<file path="src/rtl/wb_stage.sv">
// ----------------------------------------------------------------------------
// wb_stage
//
// Registered writeback stage that sits between MEM and the register file. It
// holds one instruction in a single-entry register and takes a new one each
// cycle through a valid/ready handshake. It picks the result from EXE, MEM or
// CSR and writes the register file. On commit it raises a retire pulse with
// the PC and advances the retired-instruction counter.
//
// Build option:
//   WB_LOAD_EXT_EN  defined   : MEM data is shifted by in_addr_lo bytes and
//                               sign/zero-extended from in_ld_size.
//                   undefined : MEM data passes through unchanged. MEM is
//                               then expected to format loads itself.
//
// Parameters:
//   XLEN     datapath and PC width (XLEN >= 32)
//   RADDR_W  register-file address width
//   CNT_W    retired-instruction counter width
//
// Ports:
//   clk, rst          core clock, synchronous active-high reset
//   flush             kills the held entry and any accept in the same cycle
//   commit_ready      downstream can take a commit this cycle
//   in_valid/in_ready handshake with MEM
//   in_pc, in_rd_addr, in_rd_wen, in_sel, in_*_data
//                     instruction payload and candidate results
//   in_ld_size, in_ld_unsigned, in_addr_lo
//                     load formatting controls
//   rf_wen/rf_waddr/rf_wdata
//                     register-file write port
//   retire_valid/retire_pc
//                     retire pulse and PC of the retiring instruction
//   instret           retired-instruction count (wraps)
// ----------------------------------------------------------------------------
module wb_stage #(
    parameter int XLEN    = 64,
    parameter int RADDR_W = 5,
    parameter int CNT_W   = 64
) (
    input  logic               clk,
    input  logic               rst,
    input  logic               flush,
    input  logic               commit_ready,
    input  logic               in_valid,
    output logic               in_ready,
    input  logic [XLEN-1:0]    in_pc,
    input  logic [RADDR_W-1:0] in_rd_addr,
    input  logic               in_rd_wen,
    input  logic [1:0]         in_sel,
    input  logic [XLEN-1:0]    in_exe_data,
    input  logic [XLEN-1:0]    in_mem_data,
    input  logic [XLEN-1:0]    in_csr_data,
    input  logic [1:0]         in_ld_size,
    input  logic               in_ld_unsigned,
    input  logic [2:0]         in_addr_lo,
    output logic               rf_wen,
    output logic [RADDR_W-1:0] rf_waddr,
    output logic [XLEN-1:0]    rf_wdata,
    output logic               retire_valid,
    output logic [XLEN-1:0]    retire_pc,
    output logic [CNT_W-1:0]   instret
);

    localparam logic [1:0] SEL_NONE = 2'b00;
    localparam logic [1:0] SEL_EXE  = 2'b01;
    localparam logic [1:0] SEL_MEM  = 2'b10;
    localparam logic [1:0] SEL_CSR  = 2'b11;

    logic               valid_q;
    logic [XLEN-1:0]    pc_q;
    logic [RADDR_W-1:0] rd_q;
    logic               wen_q;
    logic [XLEN-1:0]    data_q;
    logic [CNT_W-1:0]   instret_q;

    logic               accept;
    logic               commit;
    logic [XLEN-1:0]    ld_data;
    logic [XLEN-1:0]    sel_data;
    logic               sel_wen;

    assign in_ready = !rst && (!valid_q || commit_ready);
    assign accept   = in_valid && in_ready;
    // Reset gates the commit so an entry held across reset never retires.
    assign commit   = valid_q && commit_ready && !flush && !rst;

`ifdef WB_LOAD_EXT_EN
    logic [XLEN-1:0] shifted;
    logic            sign_bit;
    int unsigned     field_w;

    assign shifted = in_mem_data >> {in_addr_lo, 3'b000};

    always_comb begin
        field_w  = XLEN;
        sign_bit = 1'b0;
        case (in_ld_size)
            2'b00: begin
                field_w  = 8;
                sign_bit = shifted[7];
            end
            2'b01: begin
                field_w  = 16;
                sign_bit = shifted[15];
            end
            2'b10: begin
                field_w  = 32;
                sign_bit = shifted[31];
            end
            default: begin
                field_w  = XLEN;
                sign_bit = 1'b0;
            end
        endcase
        // Dword keeps every bit, so its extension bit is never used.
        if (in_ld_unsigned) begin
            sign_bit = 1'b0;
        end
        ld_data = '0;
        for (int i = 0; i < XLEN; i++) begin
            ld_data[i] = (i < int'(field_w)) ? shifted[i] : sign_bit;
        end
    end
`else
    logic ld_ctrl_unused;

    assign ld_ctrl_unused = ^{in_ld_size, in_ld_unsigned, in_addr_lo};
    assign ld_data        = in_mem_data;
`endif

    always_comb begin
        sel_data = '0;
        case (in_sel)
            SEL_EXE:  sel_data = in_exe_data;
            SEL_MEM:  sel_data = ld_data;
            SEL_CSR:  sel_data = in_csr_data;
            SEL_NONE: sel_data = '0;
            default:  sel_data = '0;
        endcase
    end

    // x0 and no-result instructions retire without touching the register file.
    assign sel_wen = in_rd_wen && (in_sel != SEL_NONE) && (in_rd_addr != '0);

    always_ff @(posedge clk) begin
        if (rst) begin
            valid_q   <= 1'b0;
            pc_q      <= '0;
            rd_q      <= '0;
            wen_q     <= 1'b0;
            data_q    <= '0;
            instret_q <= '0;
        end else begin
            if (flush) begin
                valid_q <= 1'b0;
            end else if (accept) begin
                valid_q <= 1'b1;
            end else if (commit) begin
                valid_q <= 1'b0;
            end

            // A flushed accept leaves the payload untouched so outputs stay put.
            if (accept && !flush) begin
                pc_q   <= in_pc;
                rd_q   <= in_rd_addr;
                wen_q  <= sel_wen;
                data_q <= sel_data;
            end

            if (commit) begin
                instret_q <= instret_q + CNT_W'(1);
            end
        end
    end

    assign rf_wen       = commit && wen_q;
    assign rf_waddr     = rd_q;
    assign rf_wdata     = data_q;
    assign retire_valid = commit;
    assign retire_pc    = pc_q;
    assign instret      = instret_q;

endmodule

</file>
<file path="config.mk">
export PLATFORM = sky130hd
export DESIGN_NAME = wb_stage
export DESIGN_NICKNAME = d
export VERILOG_FILES = /design/src/rtl/wb_stage.sv
export SDC_FILE = /design/constraint.sdc
export NUM_CORES = 1
export LEC_CHECK = 0
export BUFFER_PORTS_ARGS = -buffer_cell sky130_fd_sc_hd__buf_4
export CELL_PAD_IN_SITES_DETAIL_PLACEMENT = 0
export CELL_PAD_IN_SITES_GLOBAL_PLACEMENT = 1
export CORE_ASPECT_RATIO = 0.6
export CORE_MARGIN = 5
export CORE_UTILIZATION = 34
export CTS_CLUSTER_DIAMETER = 50
export DETAILED_ROUTE_END_ITERATION = 16
export GPL_TIMING_DRIVEN = 0
export HOLD_SLACK_MARGIN = 0.03
export PLACE_DENSITY = 0.87
export SLEW_MARGIN = 20
export SYNTH_ARGS = -nofsm -noshare
export SYNTH_HDL_FRONTEND = slang
export SYNTH_SLANG_ARGS = --single-unit
</file>
<file path="constraint.sdc">
create_clock -name clk -period 5.09 [get_ports clk]
set_input_delay 0.2545 -clock clk [delete_from_list [all_inputs] [get_ports clk]]
set_output_delay 0.2545 -clock clk [all_outputs]
set_load 0.01 [all_outputs]
</file>
Word-level counts from Yosys, hierarchy flattened. Index checks and enable logic that the tools add are counted.

$add $sub $neg: 1. Multipliers: 0. Div/mod/pow operators: 0. Order comparisons: 0. Equality and inequality tests: 3. Shifts and indexed selects: 0. Muxes and demuxes: 3. Bitwise gates (word level): 0. Reduce and logical (&&, ||, !) cells: 18.

Operator list (count): 64-bit case mux with 4 select lines (1); 64-bit by 1-bit adder with 64-bit output, second input constant (1); 1-bit logical AND (9); 5-bit nonzero test (1); 2-bit == test, second input constant (2); 2-bit nonzero test (2); 1-bit logical NOT (3); 2-bit by 1-bit == test with 1-bit output, second input constant (1); 2-bit logical NOT (1); 1-bit 2-to-1 mux (2); 2-bit OR reduction (1); 1-bit logical OR (1).

Flip-flop bits (word level): 199. Latch bits: 0. Bits in writable memories: 0. Memory bits (read-only): 0. Input bits: 275. Output and inout bits: 200. Logic and storage cells: 31. Memories kept: 0.

Logic depth before layout (Yosys ltp). Gate-level depths: netlist of run 1.

Depth after elaboration: 5. Mapped depth: 8. Gate-level depth less buffers: 6.

Least setup slack after synthesis of run 1. Ideal clock, no wire load.

Kind: register to register. Start point: register instret_q[26] (netlist: instret[26]). End point: register instret_q[51] (netlist: instret[51]). Setup time: 0.070 ns. Data arrival time: 2.002 ns. Required time: 5.020 ns. Slack: 3.018 ns. Cell stages (with the launch flop): 7. Path buffers: 1. Period minus slack after synthesis: 2.072 ns. Path through: dfxtp_1 -> nand4_1 -> nor4_4 -> nand3_4 -> buf_6 -> or4_1 -> a21oi_1.

Longest elaborated chain between the ends: 1.

RTL lines: from (decl) (RTL line 75) `logic [CNT_W-1:0] instret_q;`; from (signal assigned) (RTL line 172) `instret_q <= instret_q + CNT_W'(1);`; 64-bit by 1-bit adder with 64-bit output (RTL line 172).

Every way passes these cells. A chain may end at the register's enable or synchronous reset.

Final worst setup path of run 1.
Start point: register valid_q. End point: register pc_q[57] (netlist: retire_pc[57]).

Longest elaborated chain between the ends: 5.

RTL lines: from (decl) (RTL line 70) `logic valid_q;`; from (signal assigned) (RTL line 148) `valid_q <= 1'b0;`; from (signal assigned) (RTL line 156) `valid_q <= 1'b0;`; from (signal assigned) (RTL line 158) `valid_q <= 1'b1;`; 1-bit logical NOT (RTL line 83) `assign in_ready = !rst && (!valid_q || commit_ready);`; 1-bit logical OR (RTL line 83); 1-bit logical AND (RTL line 83); 1-bit logical AND (RTL line 84) `assign accept = in_valid && in_ready;`; 1-bit logical AND (RTL line 164) `if (accept && !flush) begin`; to (signal assigned) (RTL line 165) `pc_q <= in_pc;`; to (decl) (RTL line 71) `logic [XLEN-1:0] pc_q;`.

Every way passes these cells.

==> results of run 1 <==
stage by stage:
stage	hold WS, ns	cells	util (%)	area, um^2
after CTS	0.0304	1896	52.6	13400
after floorplan	0.331	1043	-	8800
final	0.0545	1898	52.6	13400
after detailed placement	0.447	1863	50.2	12800
after global routing	0.0388	1898	52.6	13400
after global placement	0.442	1863	50.2	12800
metal layers:
layer  wire [um]  global-route usage (%)  vias to the layer above
met2       17900                    39.8                      373
met1       16600                    32.7                     4737
met3        3550                    8.98                       40
met4         868                    8.12                        0
met5           0                       0                        -
li1            -                       -                     4719
synthesized netlist by cell type (2+ instances only):
cell type	instances	area, um^2
nor3_1	76	380
nand2_1	166	623
a221oi_1	64	561
xnor2_1	14	123
nor2b_1	2	12.5
o31ai_1	14	105
or4_1	17	128
nor2_1	112	420
buf_1	5	18.8
and3_1	4	25.0
nand4_1	30	188
and2_1	5	31.3
nand3_1	20	100
xor2_1	22	193
nor4_1	7	43.8
mux2_2	64	721
clkbuf_1	69	259
and4_1	7	61.3
a21oi_1	95	475
or3_1	12	75.1
inv_1	9	33.8
o21ai_0	13	65.1
buf_2	4	20.0
dfxtp_1	199	3980
cell type report:
type | count | area [um^2]
antenna | 2 | 5.00
buffer | 79 | 309
clock buffer | 23 | 478
clock inverter | 9 | 118
fill | 2405 | 12000
inverter | 9 | 33.8
multi-input combinational | 756 | 4480
sequential | 199 | 3980
tap | 352 | 440
timing repair buffer | 469 | 3520
final timing paths:
path	start	end	slack (ns)	cells past startpoint
max	valid_q$_SDFFE_PP0P_	retire_pc[57]$_SDFFE_PP0P_	2.31	7
min	in_pc[55]	retire_pc[55]$_SDFFE_PP0P_	0.05	3
max reg2reg	valid_q$_SDFFE_PP0P_	retire_pc[57]$_SDFFE_PP0P_	2.31	7
min reg2reg	retire_pc[7]$_SDFFE_PP0P_	retire_pc[7]$_SDFFE_PP0P_	0.46	2
critical path: cells and delay by family (launching register included):
| family | cells | cell delay (ns) |
|---|---|---|
| buf+inv | 3 | 1.62 |
| flops | 1 | 0.33 |
| simple gates | 3 | 0.60 |
| compound gates | 1 | 0.15 |
registers in the layout (all words and copies together), names as in the netlist:
| signal | flops |
|---|---|
| wen_q | 1 |
| rf_wdata | 64 |
| retire_pc | 64 |
| rf_waddr | 5 |
| valid_q | 1 |
| instret | 64 |
kinds of logic (layout without fill, tap and decap cells):
| group | count (synthesis) | after routing |
|---|---|---|
| other cells | 0 | 2 |
| simple gates | 467 | 467 |
| flops | 199 | 199 |
| mux | 64 | 64 |
| buf+inv | 88 | 589 |
| fa+ha+maj | 1 | 1 |
| xor+xnor | 36 | 36 |
| compound gates | 188 | 188 |
where the power goes:
group / switching (mW) / internal [mW] / leakage (nW)
Combinational: 0.231 / 0.267 / 3.56
Sequential: 0.0249 / 1.60 / 1.62
Clock: 0.619 / 0.769 / 0.280
layout by cell type (no fill, tap or decap), types with 17 or more instances in the layout:
cell type	count
buf_4	468
dfxtp_1	199
nand2_1	166
nor2_1	112
a21oi_1	95
nor3_1	76
clkbuf_1	72
mux2_2	64
a221oi_1	64
nand4_1	30
xor2_1	22
nand3_1	20
or4_1	17
clkbuf_16	17
==> impl_results.rst, run 1 <==
.. list-table::
   :header-rows: 1

   * - Metric
     - Value
   * - Run status
     - completed
   * - Longest Clk Path Bufs
     - 2
   * - Area of the die
     - 29300 um^2
   * - Highest-delay cell along the critical path
     - clkbuf_1
   * - Worst-path maximum fanout
     - 10
   * - Worst VDD drop
     - 204 uV
   * - Number of hold-repair buffers added at the cts stage
     - 1
   * - Avg WL per Cell
     - 20.5 um
   * - Global routing usage summed across all routing layers
     - 25.3%
   * - Vias post-DR
     - 9869
   * - Final cycle utilization of the critical path
     - 54.5%
   * - Share of synthesized cell area in and, or, nand and nor gates
     - 25.1%
   * - Required time reported for the critical path endpoint
     - 5.46 ns
   * - Maximum clock frequency
     - 0.360 GHz
   * - Effective utilization at floorplan
     - 34.7%
   * - Number of sinks on the clock net
     - 199
   * - CTS tree
     - built
   * - Arrival time of data at the critical path endpoint
     - 3.15 ns
   * - Count of pins over their slew limit
     - 0
   * - Max Clock Skew
     - 0.0140 ns
   * - Vias per inst
     - 5.20
   * - Horizontal die dimension
     - 218 um
   * - Shortest clock period the worst path allows after layout
     - 2.78 ns
   * - Post-CTS Repair Setup Buffers
     - 0
   * - Synthesis warning total
     - 0
   * - Min setup slack post-route
     - 2.31 ns
   * - Pre-antenna DRT Iters
     - 5
   * - Leakage Power
     - 5.46 nW
   * - Yosys cell types
     - 37
   * - Number of antenna violations at the first check in global routing
     - 2
   * - Final-stage net count
     - 1807
   * - Worst min-delay path class
     - in2reg
   * - # Max-Cap Violations
     - 0
   * - Post-CTS clock slew at the launch and capture registers of the worst setup and hold paths
     - 0.08 ns
   * - Portion of netlist area occupied by mux cells
     - 8.19%
   * - H-tree levels
     - 4
   * - P per Cell Area
     - 263 nW/um^2
   * - RSZ-0062 raised after global routing
     - no
   * - Crit Path Class
     - reg2reg
   * - Clock latency of the later-clocked register in the worst-skew pair
     - 0.44 ns
   * - Maximum number of pins on one net before global-route repair
     - 17
   * - Critical path startpoint category
     - flop
   * - Sum of routed wire length over all layers
     - 38.9 mm
   * - Post-synthesis async set-or-reset flop share
     - 0%
   * - Number of enable-type register cells in the synthesized netlist
     - 0
   * - Synth Flop Type
     - dfxtp_1
   * - Overall power after layout
     - 3.51 mW
   * - Final Setup Violations
     - 0
   * - Number of rows created at floorplan
     - 45
   * - Setup Total Neg Slack
     - 0 ns
   * - Sequential element share of the synthesized area
     - 45.2%
   * - Most numerous cell on the critical path
     - clkbuf_1
   * - Synthesized Nets
     - 1319
   * - I/O pin cnt
     - 475
   * - Die outline height
     - 135 um
   * - CTS buffer count
     - 17
   * - Largest family of logic cells by synthesized area
     - simple AND/OR/NAND/NOR gates
   * - Remaining antenna violation count after routing
     - 0
   * - First-pass GRT wire length
     - 57.1 mm
   * - Gate Count Post-Synth
     - 1043
   * - Transition time of the tightest slew-check pin
     - 0.853 ns
   * - Final Hold Violating Endpoints
     - 0
   * - Fraction of layout instances using a drive strength above 1
     - 37.1%
   * - Number of synthesized register bits
     - 199
   * - Number of port buffers
     - 468
   * - Placed wire-length estimate after detailed placement
     - 31.5 mm
   * - Xor and xnor area share after synthesis
     - 3.58%
   * - Delay of the slowest cell on the worst path
     - 0.64 ns
   * - GP Congestion
     - 0.906
   * - Synth Area in Compound Gates
     - 13.9%
   * - Post-Synthesis Cell Area
     - 8800 um^2
   * - Final global-route overflow total
     - 0
   * - Core area
     - 25400 um^2
   * - Resized Gates After CTS
     - 0
   * - DRC Markers
     - 0
   * - Fraction of the mapped netlist area in adder cells
     - 0.142%
   * - Worst-case headroom to the max-slew limit
     - 43.0%
   * - Worst setup EP type
     - flop
   * - Setup Slack @ Placement
     - 2.03 ns
   * - Crit path cell chain
     - nor2b_1, or4b_2, clkbuf_1, clkbuf_1, clkbuf_1, nand2_1, a21oi_1
   * - Via count of the first global-routing pass
     - 9529
   * - Avg Synthesized Cell Area
     - 8.44 um^2
   * - Clock Root Buffer
     - clkbuf_16
   * - Synth-to-layout area growth
     - 51.8%
   * - Number of violations reported at the end of detailed-routing iteration 0
     - 618
Note: power is estimated with default switching activity, not from simulation.
==> inputs of run 2 (changes only) <==
--- a/config.mk
+++ b/config.mk
@@ -5,17 +5,18 @@
 export SDC_FILE = /design/constraint.sdc
 export NUM_CORES = 1
 export LEC_CHECK = 0
+export ABC_AREA = 1
 export BUFFER_PORTS_ARGS = -buffer_cell sky130_fd_sc_hd__buf_4
 export CELL_PAD_IN_SITES_DETAIL_PLACEMENT = 0
 export CELL_PAD_IN_SITES_GLOBAL_PLACEMENT = 1
 export CORE_ASPECT_RATIO = 0.6
 export CORE_MARGIN = 5
-export CORE_UTILIZATION = 34
+export CORE_UTILIZATION = 31
 export CTS_CLUSTER_DIAMETER = 50
 export DETAILED_ROUTE_END_ITERATION = 16
 export GPL_TIMING_DRIVEN = 0
 export HOLD_SLACK_MARGIN = 0.03
-export PLACE_DENSITY = 0.87
+export PLACE_DENSITY = 0.82
 export SLEW_MARGIN = 20
 export SYNTH_ARGS = -nofsm -noshare
 export SYNTH_HDL_FRONTEND = slang
==> constraint.sdc (replaced) <==
create_clock -name clk -period 2.7 [get_ports clk]
set_input_delay 0.135 -clock clk [delete_from_list [all_inputs] [get_ports clk]]
set_output_delay 0.135 -clock clk [all_outputs]
set_load 0.01 [all_outputs]
==> run 2 against run 1 <==
Clock power up 110%. Global-route usage is 3.0 points higher. Critical path depth is the same. Sequential cell count unchanged. Critical endpoint is now rf_wdata[24]$_SDFFE_PP0P_. Critical path type unchanged. First-iteration DRC count up 60%. Power grew 100%. Clock-buffer cell count decreased by 5. Combinational power up 130%. Core utilization rose by 0.98 points.
==> impl_results.rst, run 2 <==
.. list-table::
   :header-rows: 1

   * - Metric
     - Value
   * - Run status
     - completed (unchanged)
   * - Fraction of layout instances using a drive strength above 1
     - 27.0% (was 37.1%)
   * - Top cells by area, synth
     - dfxtp_1, nand2_1, a41oi_1 (was dfxtp_1, mux2_2, nand2_1)
   * - # Max-Cap Violations
     - 0 (unchanged)
   * - Vias per inst
     - 5.01 (was 5.20)
   * - Avg WL per Cell
     - 20.2 um (was 20.5 um)
   * - Worst VDD drop
     - 373 uV (was 204 uV)
   * - Fraction of the mapped netlist area in adder cells
     - 0.133% (was 0.142%)
   * - Top-area cell type share of the netlist area
     - 42.4% (was 45.2%)
   * - CTS tree
     - built (unchanged)
   * - Resized Gates After CTS
     - 0 (unchanged)
   * - Leakage Power
     - 6.87 nW (was 5.46 nW)
   * - Arrival time of data at the critical path endpoint
     - 2.66 ns (was 3.15 ns)
   * - Internal Power
     - 5.17 mW (was 2.64 mW)
   * - Vias post-DR
     - 12.6k (was 9869)
   * - Gate Count Post-Synth
     - 1395 (was 1043)
   * - Xor and xnor area share after synthesis
     - 0.559% (was 3.58%)
   * - Clock Root Buffer
     - clkbuf_16 (unchanged)
   * - Final Hold Violating Endpoints
     - 0 (unchanged)
   * - Overall power after layout
     - 7.06 mW (was 3.51 mW)
   * - Synth-to-layout area growth
     - 70.6% (was 51.8%)
   * - Post-CTS Repair Setup Buffers
     - 0 (unchanged)
   * - Effective utilization at floorplan
     - 31.4% (was 34.7%)
   * - Via count of the first global-routing pass
     - 12.3k (was 9529)
   * - Most instantiated library cell after synthesis
     - nand2_1 (was dfxtp_1)
   * - Hold Path Cell Cnt
     - 4 (was 3)
   * - Die outline height
     - 145 um (was 135 um)
   * - Core area
     - 29900 um^2 (was 25400 um^2)
   * - Post-CTS clock slew at the launch and capture registers of the worst setup and hold paths
     - 0.08 ns (about the same)
   * - Maximum clock frequency
     - 0.430 GHz (was 0.360 GHz)
   * - Transition time of the tightest slew-check pin
     - 0.888 ns (was 0.853 ns)
   * - Crit Path Class
     - reg2reg (unchanged)
   * - Number of antenna violations at the first check in global routing
     - 2 (unchanged)
   * - Synthesis warning total
     - 0 (unchanged)
   * - DRC Markers
     - 0 (unchanged)
   * - First-pass GRT wire length
     - 75.3 mm (was 57.1 mm)
   * - Shortest clock period the worst path allows after layout
     - 2.32 ns (was 2.78 ns)
   * - Clock network fraction of total power
     - 40.3% (was 39.5%)
   * - Sequential element share of the synthesized area
     - 42.4% (was 45.2%)
   * - Worst min-delay path class
     - in2reg (unchanged)
   * - Number of sinks on the clock net
     - 199 (unchanged)
   * - Remaining antenna violation count after routing
     - 0 (unchanged)
   * - Final cycle utilization of the critical path
     - 86.1% (was 54.5%)
   * - Avg Synthesized Cell Area
     - 6.74 um^2 (was 8.44 um^2)
   * - Placed wire-length estimate after detailed placement
     - 40.0 mm (was 31.5 mm)
   * - Synth Flop Type
     - dfxtp_1 (unchanged)
   * - Cell type contributing the most total cell area after synthesis
     - dfxtp_1 (unchanged)
   * - CTS buffer count
     - 17 (unchanged)
   * - Pre-antenna DRT Iters
     - 5 (unchanged)
   * - Number of enable-type register cells in the synthesized netlist
     - 0 (unchanged)
   * - Synthesized Nets
     - 1671 (was 1319)
   * - Final Setup Violations
     - 0 (unchanged)
   * - RSZ-0062 raised after global routing
     - no (unchanged)
   * - I/O pin cnt
     - 475 (unchanged)
   * - Setup Total Neg Slack
     - 0 ns (unchanged)
   * - Gate power share
     - 16.1% (was 14.2%)
   * - Worst-path maximum fanout
     - 10 (unchanged)
   * - Maximum number of pins on one net before global-route repair
     - 19 (was 17)
   * - List of most frequent post-synthesis cells
     - nand2_1, dfxtp_1, nor2_1 (was dfxtp_1, nand2_1, nor2_1)
   * - Sequential group share of total power
     - 43.5% (was 46.3%)
   * - Net Sw Frac
     - 26.8% (was 24.9%)
   * - P per Cell Area
     - 440 nW/um^2 (was 263 nW/um^2)
   * - Worst-case headroom to the max-slew limit
     - 40.6% (was 43.0%)
   * - Global routing usage summed across all routing layers
     - 28.3% (was 25.3%)
   * - Final global-route overflow total
     - 0 (unchanged)
   * - Area of the die
     - 34000 um^2 (was 29300 um^2)
   * - Worst-case reg-to-reg path depth
     - 7 (unchanged)
   * - Filler cells
     - 2955 (was 2405)
   * - Post-synthesis async set-or-reset flop share
     - 0% (unchanged)
   * - Most used cells in the layout excluding fill and tap cells
     - nand2_1, buf_4, dlygate4sd3_1, dfxtp_1, nor2_1 (was buf_4, dfxtp_1, nand2_1)
   * - Sum of routed wire length over all layers
     - 50.7 mm (was 38.9 mm)
   * - Critical path startpoint category
     - flop (unchanged)
   * - Switching power
     - 1.89 mW (was 0.875 mW)
   * - Max Clock Skew
     - 0.0148 ns (was 0.0140 ns)
   * - Share of synthesized cell area in and, or, nand and nor gates
     - 34.0% (was 25.1%)
   * - Portion of netlist area occupied by mux cells
     - 0% (was 8.19%)
   * - Largest family of logic cells by synthesized area
     - simple AND/OR/NAND/NOR gates (unchanged)
   * - Required time reported for the critical path endpoint
     - 3.04 ns (was 5.46 ns)
   * - Number of synthesized register bits
     - 199 (unchanged)
   * - Leading cell type in the layout, fill and taps excluded
     - nand2_1 (was buf_4)
   * - Yosys cell types
     - 34 (was 37)
   * - Final-stage net count
     - 2357 (was 1807)
   * - Count of pins over their slew limit
     - 0 (unchanged)
   * - GP Congestion
     - 0.970 (was 0.906)
   * - Longest Clk Path Bufs
     - 2 (unchanged)
   * - Synth Area in Compound Gates
     - 16.0% (was 13.9%)
   * - Horizontal die dimension
     - 235 um (was 218 um)
   * - Number of port buffers
     - 468 (unchanged)
   * - Worst setup EP type
     - flop (unchanged)
   * - H-tree levels
     - 4 (unchanged)
   * - Number of violations reported at the end of detailed-routing iteration 0
     - 987 (was 618)
   * - Post-Synthesis Cell Area
     - 9400 um^2 (was 8800 um^2)
   * - Number of rows created at floorplan
     - 49 (was 45)
   * - Clock latency of the later-clocked register in the worst-skew pair
     - 0.46 ns (was 0.44 ns)
-- run 2: changes by cell type in the layout (fill, tap and decap cells not counted), moves of 28 or more --
cell | before | now
dlygate4sd3_1 | 1 | 199
inv_1 | 9 | 90
mux2_2 | 64 | 0
a221oi_1 | 64 | 1
nand3_1 | 20 | 48
o21ai_0 | 13 | 72
a41oi_1 | 0 | 64
nand2_1 | 166 | 505
nor3_1 | 76 | 10
-- run 2: worst paths after layout --
path,from,endpoint,slack [ns]
max,valid_q$_SDFFE_PP0P_,rf_wdata[24]$_SDFFE_PP0P_,0.38
max reg2reg,valid_q$_SDFFE_PP0P_,rf_wdata[24]$_SDFFE_PP0P_,0.38
min,in_rd_wen,wen_q$_SDFFE_PP0P_,0.22
min reg2reg,retire_pc[34]$_SDFFE_PP0P_,retire_pc[34]$_SDFFE_PP0P_,0.47
-- run 2: logic make-up after synthesis --
family	after synthesis
fa+ha+maj	1
flops	199
simple gates	773
buf+inv	166
compound gates	250
xor+xnor	6
-- run 2: area by class of cell --
class	count	area, um^2	share of cell area [%]
Inverter	96	360	2.25
Tap cell	408	510	3.18
Sequential cell	199	3980	24.8
Buffer	70	300	1.87
Antenna cell	1	2.50	0.0156
Clock buffer	18	439	2.74
Clock inverter	14	184	1.15
Multi-Input combinational cell	1030	4760	29.7
Timing Repair Buffer	667	5510	34.3
-- run 2: repair_timing --
item / CTS / global route
hold endpoints to repair: 134 / 0
endpoints found under the setup margin: 0 / 0
hold buffers: 199 / 0
-- run 2: through the flow --
step                      util [%]  cells  hold WS (ns)  setup WS (ns)  cell area (um^2)
after floorplan                  -   1395         0.268           1.05              9400
after global placement        44.9   2271         0.378          0.667             13400
after detailed placement      44.9   2271         0.392          0.627             13400
after CTS                     53.6   2502         0.189          0.393             16000
after global routing          53.6   2503         0.218          0.217             16000
final                         53.6   2503         0.220          0.377             16000
-- run 2: critical path, cell delays in order (launching register included) --
cell           delay, ns
dfxtp_1             0.33
nand2_1             0.10
nand3_2             0.21
inv_2               0.23
buf_2               0.28
buf_2               0.30
a41oi_1             0.16
dlygate4sd3_1       0.60
-- run 2: power groups by stage --
stage / Sequential [mW] / Clock (mW) / Combinational (mW)
floorplan: 3.16 / 0 / 0.263
global placement: 3.14 / 0 / 0.879
detailed placement: 3.14 / 0 / 0.886
CTS: 3.07 / 2.88 / 1.12
global route: 3.08 / 2.98 / 1.22
finish: 3.07 / 2.85 / 1.14
-- run 2: routing by layer --
| metal | vias up | global-route usage [%] | share of wire, % | wire (um) |
|---|---|---|---|---|
| met2 | 602 | 44.8 | 44 | 22400 |
| met3 | 81 | 7.70 | 8.7 | 4410 |
| li1 | 5968 | - | - | - |
| met5 | - | 0 | 0.026 | 13 |
| met1 | 5898 | 38.1 | 44 | 22400 |
| met4 | 2 | 7.96 | 2.8 | 1440 |
==> inputs of run 3 (changes only) <==
--- a/config.mk
+++ b/config.mk
@@ -9,7 +9,7 @@
 export BUFFER_PORTS_ARGS = -buffer_cell sky130_fd_sc_hd__buf_4
 export CELL_PAD_IN_SITES_DETAIL_PLACEMENT = 0
 export CELL_PAD_IN_SITES_GLOBAL_PLACEMENT = 1
-export CORE_ASPECT_RATIO = 0.6
+export CORE_ASPECT_RATIO = 2
 export CORE_MARGIN = 5
 export CORE_UTILIZATION = 31
 export CTS_CLUSTER_DIAMETER = 50
==> run 3 against run 2 <==
Non-clock buffer count stayed put. Critical path depth stayed put. Worst hold slack worse by 0.018 ns. Power is 2.5% lower. Wire length is 1.2% higher. Die area is 0.28% higher. Combinational power hardly changed. Final cell count is 1.7% lower. Via count is 2.2% lower. Global-route usage is 0.91 points higher. Largest cell class unchanged. Largest power group unchanged.
==> impl_results.rst, run 3 (same netlist as run 2, synthesis figures left out) <==
.. list-table::
   :header-rows: 1

   * - Metric
     - Value
   * - Run status
     - completed (unchanged)
   * - Internal Power
     - 5.09 mW (was 5.17 mW)
   * - Final Hold Violating Endpoints
     - 0 (unchanged)
   * - Net Sw Frac
     - 26.0% (was 26.8%)
   * - Gate power share
     - 16.7% (was 16.1%)
   * - Effective utilization at floorplan
     - 31.3% (was 31.4%)
   * - Final global-route overflow total
     - 0 (unchanged)
   * - RSZ-0062 raised after global routing
     - no (unchanged)
   * - Remaining antenna violation count after routing
     - 0 (unchanged)
   * - Shortest clock period the worst path allows after layout
     - 2.39 ns (was 2.32 ns)
   * - Clock Root Buffer
     - clkbuf_16 (unchanged)
   * - Worst-case reg-to-reg path depth
     - 7 (unchanged)
   * - Post-CTS clock slew at the launch and capture registers of the worst setup and hold paths
     - 0.07 ns (was 0.08 ns)
   * - Number of antenna violations at the first check in global routing
     - 1 (was 2)
   * - Core area
     - 30100 um^2 (was 29900 um^2)
   * - Longest Clk Path Bufs
     - 2 (unchanged)
   * - Placed wire-length estimate after detailed placement
     - 42.1 mm (was 40.0 mm)
   * - Switching power
     - 1.79 mW (was 1.89 mW)
   * - Leakage Power
     - 6.85 nW (was 6.87 nW)
   * - Maximum number of pins on one net before global-route repair
     - 17 (was 19)
   * - Clock network fraction of total power
     - 38.8% (was 40.3%)
   * - Storage cell area
     - 3980 um^2 (unchanged)
   * - Fraction of layout instances using a drive strength above 1
     - 26.9% (was 27.0%)
   * - Critical path startpoint category
     - flop (unchanged)
   * - Resized Gates After CTS
     - 0 (unchanged)
   * - Worst setup EP type
     - flop (unchanged)
   * - GP Congestion
     - 0.954 (was 0.970)
   * - Horizontal die dimension
     - 133 um (was 235 um)
   * - Startpoint of the worst register-to-register path
     - valid_q$_SDFFE_PP0P_ (unchanged)
   * - Count of pins over their slew limit
     - 0 (unchanged)
   * - Core utilization of the finished layout
     - 53.1% (was 53.6%)
   * - Internal reg-to-reg setup slack
     - 0.31 ns (was 0.38 ns)
   * - Destination of the worst register-to-register timing path
     - rf_wdata[9]$_SDFFE_PP0P_ (was rf_wdata[24]$_SDFFE_PP0P_)
   * - Number of sinks on the clock net
     - 199 (unchanged)
   * - Min-Delay Endpoint
     - wen_q$_SDFFE_PP0P_ (unchanged)
   * - Overall power after layout
     - 6.88 mW (was 7.06 mW)
   * - Vias per inst
     - 4.99 (was 5.01)
   * - Final Setup Violations
     - 0 (unchanged)
   * - Worst VDD drop
     - 424 uV (was 373 uV)
   * - Sum of routed wire length over all layers
     - 51.3 mm (was 50.7 mm)
   * - I/O pin cnt
     - 475 (unchanged)
   * - Hold Path Cell Cnt
     - 4 (unchanged)
   * - Worst min-delay path class
     - in2reg (unchanged)
   * - # Max-Cap Violations
     - 0 (unchanged)
   * - P per Cell Area
     - 431 nW/um^2 (was 440 nW/um^2)
   * - Arrival time of data at the critical path endpoint
     - 2.72 ns (was 2.66 ns)
   * - Footprint of the multi-input gates
     - 4760 um^2 (unchanged)
   * - DRC Markers
     - 0 (unchanged)
   * - Worst-case headroom to the max-slew limit
     - 43.3% (was 40.6%)
   * - Worst Min Path Start
     - in_rd_wen (unchanged)
   * - H-tree levels
     - 4 (unchanged)
   * - Most used cells in the layout excluding fill and tap cells
     - nand2_1, buf_4, dlygate4sd3_1, dfxtp_1, nor2_1 (unchanged)
   * - Global routing usage summed across all routing layers
     - 29.2% (was 28.3%)
   * - Filler cells
     - 2983 (was 2955)
   * - Maximum clock frequency
     - 0.419 GHz (was 0.430 GHz)
   * - Max Clock Skew
     - 0.0114 ns (was 0.0148 ns)
   * - Area of the die
     - 34100 um^2 (was 34000 um^2)
   * - Via count of the first global-routing pass
     - 12.6k (was 12.3k)
   * - Crit Path Class
     - reg2reg (unchanged)
   * - Setup Slack @ Placement
     - 0.655 ns (was 0.627 ns)
   * - Transition time of the tightest slew-check pin
     - 0.848 ns (was 0.888 ns)
   * - Required time reported for the critical path endpoint
     - 3.04 ns (about the same)
   * - Sequential group share of total power
     - 44.6% (was 43.5%)
   * - Leading cell type in the layout, fill and taps excluded
     - nand2_1 (unchanged)
   * - Synth-to-layout area growth
     - 69.7% (was 70.6%)
   * - Die outline height
     - 256 um (was 145 um)
   * - Pre-antenna DRT Iters
     - 5 (unchanged)
   * - Avg WL per Cell
     - 20.8 um (was 20.2 um)
   * - Number of violations reported at the end of detailed-routing iteration 0
     - 598 (was 987)
   * - First-pass GRT wire length
     - 75.1 mm (was 75.3 mm)
   * - Worst-path maximum fanout
     - 10 (unchanged)
   * - CTS tree
     - built (unchanged)
   * - Number of rows created at floorplan
     - 90 (was 49)
   * - Final cycle utilization of the critical path
     - 88.4% (was 86.1%)
   * - CTS buffer count
     - 17 (unchanged)
   * - Vias post-DR
     - 12.3k (was 12.6k)
   * - Setup Total Neg Slack
     - 0 ns (unchanged)
   * - Min setup slack post-route
     - 0.314 ns (was 0.377 ns)
   * - Number of port buffers
     - 468 (unchanged)
   * - Final-stage net count
     - 2357 (unchanged)
   * - Clock latency of the later-clocked register in the worst-skew pair
     - 0.46 ns (about the same)
## run 3: cell types whose count changed in the layout (fill, tap and decap cells not counted), sizes merged
cell      previous run  this run
inv                104        98
bufinv               3         2
clkinvlp             1         2
clkinv               2         4
clkbuf              63        65
## run 3: stage by stage
stage | instance area [um^2] | std cells | hold slack [ns]
global route | 16000 | 2461 | 0.183
CTS | 16000 | 2460 | 0.159
detailed placement | 13400 | 2231 | 0.396
global placement | 13400 | 2231 | 0.386
floorplan | 9400 | 1395 | 0.268
finish | 16000 | 2461 | 0.202
## run 3: final cells by class
cell class,instances,area share [%]
Tap cell,368,2.89
Timing Repair Buffer,667,34.5
Clock inverter,10,0.753
Sequential cell,199,25.0
Buffer,70,1.88
Clock buffer,20,2.92
Antenna cell,1,0.0157
Multi-Input combinational cell,1030,29.8
Inverter,96,2.26
## run 3: worst max-delay path, cell delays in order, from the launching register on
cell,delay (ns)
dfxtp_1,0.32
nand2_1,0.10
nand3_2,0.24
inv_2,0.25
buf_2,0.32
buf_2,0.30
a41oi_1,0.14
dlygate4sd3_1,0.58
## run 3: layer usage
| metal | track usage [%] | vias up | share of wire, % |
|---|---|---|---|
| met3 | 7.85 | 124 | 7.0 |
| met2 | 55.6 | 557 | 54 |
| met5 | 0 | - | 0 |
| met4 | 17.0 | 0 | 6.3 |
| met1 | 27.2 | 5638 | 33 |
| li1 | - | 5957 | - |
## run 3: worst max-delay path by stage
stage	to	depth (start not counted)	start
finish	rf_wdata[9]$_SDFFE_PP0P_	7	valid_q$_SDFFE_PP0P_
detailed placement	instret[56]$_SDFFE_PP0P_	10	instret[0]$_SDFFE_PP0P_
global placement	instret[57]$_SDFFE_PP0P_	9	instret[18]$_SDFFE_PP0P_
global route	rf_wdata[5]$_SDFFE_PP0P_	7	valid_q$_SDFFE_PP0P_
floorplan	instret[56]$_SDFFE_PP0P_	10	instret[0]$_SDFFE_PP0P_
CTS	rf_wdata[9]$_SDFFE_PP0P_	7	valid_q$_SDFFE_PP0P_
## run 3: power groups by stage
stage,Sequential (mW),Combinational [mW],Clock [mW]
detailed placement,3.13,0.906,0
floorplan,3.16,0.263,0
CTS,3.06,1.14,2.72
finish,3.07,1.15,2.67
global route,3.07,1.23,2.83
global placement,3.13,0.897,0
## run 3: timing repair
action	4_1_cts	5_1_grt
hold buffers	199	0
endpoints found under the hold margin	134	0
buffers inserted	0	0
